==> config.mk <==
export PLATFORM = sky130hd
export DESIGN_NAME = fx_bus_arb
export DESIGN_NICKNAME = d
export VERILOG_FILES = /design/src/rtl/fx_bus_pkg.sv /design/src/rtl/fx_bus_arb.sv
export SDC_FILE = /design/constraint.sdc
export NUM_CORES = 1
export LEC_CHECK = 0
export CAP_MARGIN = 20
export CORE_ASPECT_RATIO = 1.4
export CORE_UTILIZATION = 42
export DETAILED_ROUTE_END_ITERATION = 16
export PLACE_DENSITY = 0.86
export SLEW_MARGIN = 10
export SYNTH_ARGS = -nofsm -noshare
export SYNTH_HDL_FRONTEND = slang
export SYNTH_SLANG_ARGS = --single-unit
==> constraint.sdc <==
create_clock -name clk_sys -period 2.15 [get_ports clk_sys]
set_clock_uncertainty 0.15 [all_clocks]
set_input_delay 0.43 -clock clk_sys [delete_from_list [all_inputs] [get_ports clk_sys]]
set_output_delay 0.43 -clock clk_sys [all_outputs]
set_load 0.1 [all_outputs]
==> src/rtl/fx_bus_pkg.sv <==
// Shared definitions for the fx register bus: address layout and arbiter states.
package fx_bus_pkg;

  localparam int FX_AW       = 22;
  localparam int FX_DW       = 8;
  localparam int FX_DEV_ID_W = 6;

  // Address layout: device select on top, register offset below.
  localparam int FX_DEV_ID_MSB = 21;
  localparam int FX_DEV_ID_LSB = 16;
  localparam int FX_REG_MSB    = 15;
  localparam int FX_REG_LSB    = 0;

  typedef enum logic [2:0] {
    ARB_IDLE,
    ARB_WR,
    ARB_RD,
    ARB_RWAIT,
    ARB_RACK
  } arb_state_e;

  function automatic logic [FX_DEV_ID_W-1:0] fx_dev_id(input logic [FX_AW-1:0] addr);
    return addr[FX_DEV_ID_MSB:FX_DEV_ID_LSB];
  endfunction

  function automatic logic [FX_REG_MSB-FX_REG_LSB:0] fx_reg(input logic [FX_AW-1:0] addr);
    return addr[FX_REG_MSB:FX_REG_LSB];
  endfunction

endpackage

==> src/rtl/fx_bus_arb.sv <==
// Two-master round-robin arbiter that turns req/ack transactions into
// single-cycle fx_wr/fx_rd strobes and returns registered slave read data.
module fx_bus_arb
  import fx_bus_pkg::*;
#(
  parameter int AW = FX_AW,
  parameter int DW = FX_DW
) (
  input  logic          clk_sys,
  input  logic          rst_n,
  input  logic          m0_req,
  input  logic          m0_we,
  input  logic [AW-1:0] m0_addr,
  input  logic [DW-1:0] m0_wdata,
  output logic          m0_ack,
  output logic [DW-1:0] m0_rdata,
  input  logic          m1_req,
  input  logic          m1_we,
  input  logic [AW-1:0] m1_addr,
  input  logic [DW-1:0] m1_wdata,
  output logic          m1_ack,
  output logic [DW-1:0] m1_rdata,
  output logic          fx_wr,
  output logic [AW-1:0] fx_waddr,
  output logic [DW-1:0] fx_data,
  output logic          fx_rd,
  output logic [AW-1:0] fx_raddr,
  input  logic [DW-1:0] fx_q,
  output logic          busy,
  output logic          gnt
);

  arb_state_e    state, state_nxt;
  logic          last_gnt, last_gnt_nxt;
  logic          pick;
  logic          sel_we;
  logic [AW-1:0] sel_addr;
  logic [DW-1:0] sel_wdata;

  logic          gnt_nxt, busy_nxt;
  logic          m0_ack_nxt, m1_ack_nxt;
  logic [DW-1:0] m0_rdata_nxt, m1_rdata_nxt;
  logic          fx_wr_nxt, fx_rd_nxt;
  logic [AW-1:0] fx_waddr_nxt, fx_raddr_nxt;
  logic [DW-1:0] fx_data_nxt;

  // On a tie the master that did not win last time goes next.
  always_comb begin
    pick = (m0_req && m1_req) ? ~last_gnt : m1_req;
  end

  assign sel_we    = pick ? m1_we    : m0_we;
  assign sel_addr  = pick ? m1_addr  : m0_addr;
  assign sel_wdata = pick ? m1_wdata : m0_wdata;

  always_comb begin
    state_nxt    = state;
    last_gnt_nxt = last_gnt;
    gnt_nxt      = gnt;
    m0_ack_nxt   = 1'b0;
    m1_ack_nxt   = 1'b0;
    m0_rdata_nxt = m0_rdata;
    m1_rdata_nxt = m1_rdata;
    fx_wr_nxt    = 1'b0;
    fx_rd_nxt    = 1'b0;
    fx_waddr_nxt = fx_waddr;
    fx_data_nxt  = fx_data;
    fx_raddr_nxt = fx_raddr;

    unique case (state)
      ARB_IDLE: begin
        if (m0_req || m1_req) begin
          gnt_nxt      = pick;
          last_gnt_nxt = pick;
          if (sel_we) begin
            state_nxt    = ARB_WR;
            fx_wr_nxt    = 1'b1;
            fx_waddr_nxt = sel_addr;
            fx_data_nxt  = sel_wdata;
            m0_ack_nxt   = ~pick;
            m1_ack_nxt   = pick;
          end else begin
            state_nxt    = ARB_RD;
            fx_rd_nxt    = 1'b1;
            fx_raddr_nxt = sel_addr;
          end
        end
      end
      ARB_WR:    state_nxt = ARB_IDLE;
      ARB_RD:    state_nxt = ARB_RWAIT;
      // fx_q is valid here, one cycle after the read strobe.
      ARB_RWAIT: begin
        state_nxt = ARB_RACK;
        if (gnt) begin
          m1_rdata_nxt = fx_q;
          m1_ack_nxt   = 1'b1;
        end else begin
          m0_rdata_nxt = fx_q;
          m0_ack_nxt   = 1'b1;
        end
      end
      ARB_RACK:  state_nxt = ARB_IDLE;
      default:   state_nxt = ARB_IDLE;
    endcase

    busy_nxt = (state_nxt != ARB_IDLE);
  end

  always_ff @(posedge clk_sys or negedge rst_n) begin
    if (!rst_n) begin
      state    <= ARB_IDLE;
      last_gnt <= 1'b1;
      gnt      <= 1'b0;
      busy     <= 1'b0;
      m0_ack   <= 1'b0;
      m1_ack   <= 1'b0;
      m0_rdata <= '0;
      m1_rdata <= '0;
      fx_wr    <= 1'b0;
      fx_rd    <= 1'b0;
      fx_waddr <= '0;
      fx_data  <= '0;
      fx_raddr <= '0;
    end else begin
      state    <= state_nxt;
      last_gnt <= last_gnt_nxt;
      gnt      <= gnt_nxt;
      busy     <= busy_nxt;
      m0_ack   <= m0_ack_nxt;
      m1_ack   <= m1_ack_nxt;
      m0_rdata <= m0_rdata_nxt;
      m1_rdata <= m1_rdata_nxt;
      fx_wr    <= fx_wr_nxt;
      fx_rd    <= fx_rd_nxt;
      fx_waddr <= fx_waddr_nxt;
      fx_data  <= fx_data_nxt;
      fx_raddr <= fx_raddr_nxt;
    end
  end

endmodule
==> report_table.html <==
<table>
<tr><th>Metric</th><th>Value</th></tr>
<tr><th colspan="2">GRT</th></tr>
<tr><td>Initial antenna violation count</td><td>0</td></tr>
<tr><td>Maximum number of pins on one net before global-route repair</td><td>50</td></tr>
<tr><td>Leftover overflow at the end of global routing</td><td>0</td></tr>
<tr><td>Wire length of the first global-routing pass</td><td>~12000 um</td></tr>
<tr><td>Total global-route track usage</td><td>19.0%</td></tr>
<tr><td>Vias in the first global route</td><td>2483</td></tr>
<tr><th colspan="2">Synth</th></tr>
<tr><td>Number of synthesis warnings</td><td>0</td></tr>
<tr><td>Synthesized cell area</td><td>3350 um^2</td></tr>
<tr><td>Sequential area share after synthesis</td><td>58.4%</td></tr>
<tr><td>Post-synth cell types</td><td>26</td></tr>
<tr><td>Post-synthesis average cell area</td><td>16.2 um^2</td></tr>
<tr><td>Post-Synthesis Net Count</td><td>between 200 and 300</td></tr>
<tr><td>Post-Synthesis Cells</td><td>207</td></tr>
<tr><td>Post-synthesis register bit count</td><td>78</td></tr>
<tr><th colspan="2">Detailed routing</th></tr>
<tr><td>Post-route antenna net violation count</td><td>0</td></tr>
<tr><td>Vias</td><td>around 2.3k</td></tr>
<tr><td>Number of optimization iterations in the first detailed-route pass</td><td>4</td></tr>
<tr><td>Routed length per placed instance</td><td>15.8 um</td></tr>
<tr><td>Number of DRC markers after the initial detailed-route iteration</td><td>81</td></tr>
<tr><td>Total DRC errors in the routed layout</td><td>0</td></tr>
<tr><td>Detailed-route wire length</td><td>approximately 7500 um</td></tr>
<tr><td>Vias per inst</td><td>4.88</td></tr>
<tr><th colspan="2">Layout</th></tr>
<tr><td>Filler instances</td><td>564</td></tr>
<tr><td>Most used cells in the layout excluding fill and tap cells</td><td>85 x sky130_fd_sc_hd__buf_4, 77 x sky130_fd_sc_hd__dfrtp_1, 72 x sky130_fd_sc_hd__clkdlybuf4s50_1</td></tr>
<tr><td>Antenna diode instance count</td><td>0</td></tr>
<tr><td>Final design area excluding fillers</td><td>5090 um^2</td></tr>
<tr><td>Area taken by flip-flops and latches</td><td>1950 um^2</td></tr>
<tr><td>Multi-input gate area</td><td>1330 um^2</td></tr>
<tr><td>Layout cells sized above 1</td><td>48.1%</td></tr>
<tr><td>End-of-flow core utilization</td><td>65.7%</td></tr>
<tr><td>Nets@finish</td><td>445</td></tr>
<tr><td>Most common cell after layout, fill and taps aside</td><td>sky130_fd_sc_hd__buf_4</td></tr>
<tr><td>Area delta synth-&gt;final</td><td>52.2%</td></tr>
<tr><th colspan="2">Clocking</th></tr>
<tr><td>Clk buf depth</td><td>2</td></tr>
<tr><td>Clock tree from TritonCTS</td><td>done</td></tr>
<tr><td># clock sinks</td><td>78</td></tr>
<tr><td>Clock transition at the register clock pins on the worst setup and hold paths after CTS</td><td>70 ps</td></tr>
<tr><td>Clock root buffer</td><td>sky130_fd_sc_hd__clkbuf_8</td></tr>
<tr><td>Number of buffers inserted during clock tree synthesis</td><td>9</td></tr>
<tr><td>Clock latency on the worst-skew pair</td><td>approximately 340 ps</td></tr>
<tr><td>Maximum level of the CTS H-tree</td><td>3</td></tr>
<tr><td>Post-CTS sizing</td><td>0</td></tr>
<tr><th colspan="2">STA</th></tr>
<tr><td>Unrepaired setup endpoints after global routing</td><td>no</td></tr>
<tr><td>Highest clock rate</td><td>0.494 GHz</td></tr>
<tr><td>Fin. Hold Viols</td><td>0</td></tr>
<tr><td>Pin slew with the least headroom to its limit</td><td>408 ps</td></tr>
<tr><td>Max_slew headroom</td><td>a little over 70%</td></tr>
<tr><td>Setup ws final</td><td>127 ps</td></tr>
<tr><td>Min cycle time layout</td><td>2020 ps</td></tr>
<tr><td>Final period utilization</td><td>94.1%</td></tr>
<tr><td>Number of slew-limit violations in the final report</td><td>0</td></tr>
<tr><td>Number of failing setup endpoints in the final timing report</td><td>0</td></tr>
<tr><th colspan="2">Worst hold path</th></tr>
<tr><td>Capture endpoint of the worst hold path</td><td>fx_waddr[13]</td></tr>
<tr><td>Hold crit path type</td><td>flip-flop to flip-flop</td></tr>
<tr><td>Hold path startpoint</td><td>fx_waddr[13]</td></tr>
<tr><td>Cell depth of the worst hold path</td><td>1</td></tr>
<tr><th colspan="2">Floorplan</th></tr>
<tr><td>Die span in x</td><td>77.4 um</td></tr>
<tr><td>Core area</td><td>7750 um^2</td></tr>
<tr><td>Standard-cell row count</td><td>38</td></tr>
<tr><td>Starting density of the core</td><td>43.2%</td></tr>
<tr><td>Number of top-level design ports</td><td>between 100 and 150</td></tr>
<tr><td>Area enclosed by the die boundary</td><td>about 8300 um^2</td></tr>
<tr><td>Die Ht</td><td>108 um</td></tr>
<tr><th colspan="2">Critical path</th></tr>
<tr><td>Source of the worst register-to-register timing path</td><td>state[0]</td></tr>
<tr><td>Reg-to-reg critical path endpoint</td><td>fx_waddr[6]</td></tr>
<tr><td>WP data arrival</td><td>2100 ps</td></tr>
<tr><td>Kind of end point of the critical path</td><td>flip-flop</td></tr>
<tr><td>WP data required</td><td>2220 ps</td></tr>
<tr><td>Worst Path Max Fanout</td><td>18</td></tr>
<tr><td>Cell count of the worst reg-to-reg path</td><td>6</td></tr>
<tr><td>Worst reg-to-reg setup slack</td><td>280 ps</td></tr>
<tr><td>Critical Path Start Type</td><td>primary input</td></tr>
<tr><td>Startpoint-to-endpoint class of the critical path</td><td>primary input to flip-flop</td></tr>
<tr><th colspan="2">Placement</th></tr>
<tr><td>Minimum setup slack after placement</td><td>-230 ps</td></tr>
<tr><td>Final Wtd Congestion</td><td>0.722</td></tr>
<tr><td>Placed inst area</td><td>4850 um^2</td></tr>
<tr><td>Buffers added on ports</td><td>147</td></tr>
<tr><td>Detailed placer's ending HPWL</td><td>5470 um</td></tr>
<tr><th colspan="2">Status</th></tr>
<tr><td>Status</td><td>completed</td></tr>
<tr><th colspan="2">Flow run</th></tr>
<tr><td>Max_cap viols</td><td>0</td></tr>
</table>
kinds of logic (layout without fill, tap and decap cells):
group / count (synthesis) / in the layout / share of synthesized area (%)
mux: 99 / 99 / 35.3
flops: 78 / 78 / 58.4
simple gates: 12 / 12 / 2.24
buf+inv: 10 / 179 / 2.09
compound gates: 8 / 8 / 1.98
flip-flops by register name, summed over array words and instances (netlist names):
signal	count
busy	1
fx_data	8
fx_raddr	22
fx_rd	1
fx_waddr	22
fx_wr	1
gnt	1
last_gnt	1
m0_ack	1
m0_rdata	8
m1_ack	1
m1_rdata	8
state	3
cell type report:
class | instances | share of cell area [%]
Timing Repair Buffer | 162 | 28.4
Clock inverter | 5 | 1.60
Inverter | 1 | 0.0737
Sequential cell | 78 | 38.3
Clock buffer | 11 | 2.97
Tap cell | 100 | 2.46
Multi-Input combinational cell | 119 | 26.1
per-layer routing:
layer | up-vias | part of all wire [%] | routed length, um | track usage [%]
met5 | - | 0 | 0 | 0
met4 | 0 | 1.8 | 133 | 8.49
met3 | 14 | 6.1 | 460 | 5.51
met2 | 87 | 54 | 4020 | 33.3
met1 | 1162 | 39 | 2900 | 21.1
li1 | 1062 | - | - | -
how the worst max path moves through the flow:
stage | cells past startpoint | start | end | slack (ps)
after global routing | 5 | m1_req | fx_waddr[6] | 90
after detailed placement | 5 | m1_req | fx_waddr[6] | -230
after floorplan | 2 | gnt | m0_rdata[0] | 160
final | 5 | m1_req | fx_waddr[6] | 130
after global placement | 5 | m1_req | fx_waddr[5] | -180
after CTS | 5 | m1_req | fx_waddr[6] | 150
cell usage after synthesis:
master,number,area share (%)
sky130_fd_sc_hd__mux2i_1,1,0.30
sky130_fd_sc_hd__mux2_2,51,17
sky130_fd_sc_hd__nor3_2,1,0.30
sky130_fd_sc_hd__buf_6,2,0.67
sky130_fd_sc_hd__mux2_4,18,8.1
sky130_fd_sc_hd__o22ai_1,1,0.19
sky130_fd_sc_hd__nand2_1,4,0.45
sky130_fd_sc_hd__nor2_2,1,0.19
sky130_fd_sc_hd__nand3_1,1,0.15
sky130_fd_sc_hd__nor2_1,1,0.11
sky130_fd_sc_hd__a31oi_1,1,0.19
sky130_fd_sc_hd__o21ai_2,1,0.26
sky130_fd_sc_hd__nor3_4,1,0.49
sky130_fd_sc_hd__a21oi_1,1,0.15
sky130_fd_sc_hd__dfrtp_1,77,58
sky130_fd_sc_hd__dfstp_2,1,0.79
sky130_fd_sc_hd__o21ai_0,1,0.15
sky130_fd_sc_hd__inv_1,1,0.11
sky130_fd_sc_hd__nand2b_1,3,0.56
sky130_fd_sc_hd__buf_4,4,0.90
sky130_fd_sc_hd__clkbuf_1,1,0.11
sky130_fd_sc_hd__a21boi_4,1,0.56
sky130_fd_sc_hd__o21bai_1,1,0.22
sky130_fd_sc_hd__buf_2,2,0.30
sky130_fd_sc_hd__mux2_1,29,9.8
sky130_fd_sc_hd__a22o_1,1,0.26
what timing repair did:
action | 4_1_cts | 5_1_grt
hold endpoints to repair | 28 | 0
buffers inserted | 0 | 0
hold buffers | 1 | 0
per-stage QoR:
| stage | TNS, ps | std cells | hold slack [ps] |
|---|---|---|---|
| floorplan | 0 | 207 | -15.6 |
| global placement | -8930 | 459 | 228 |
| detailed placement | -10430 | 459 | 242 |
| CTS | 0 | 476 | 343 |
| global route | 0 | 476 | 366 |
| finish | 0 | 476 | 340 |
worst max-delay path: stages:
cell	delay, ps
sky130_fd_sc_hd__clkdlybuf4s50_1	480
sky130_fd_sc_hd__a21boi_4	210
sky130_fd_sc_hd__buf_4	290
sky130_fd_sc_hd__mux2_2	380
sky130_fd_sc_hd__mux2_1	300
Power is left out: the tool's default activity adds up to more than one toggle a clock period on the data nets, which glitch-free logic cannot reach.
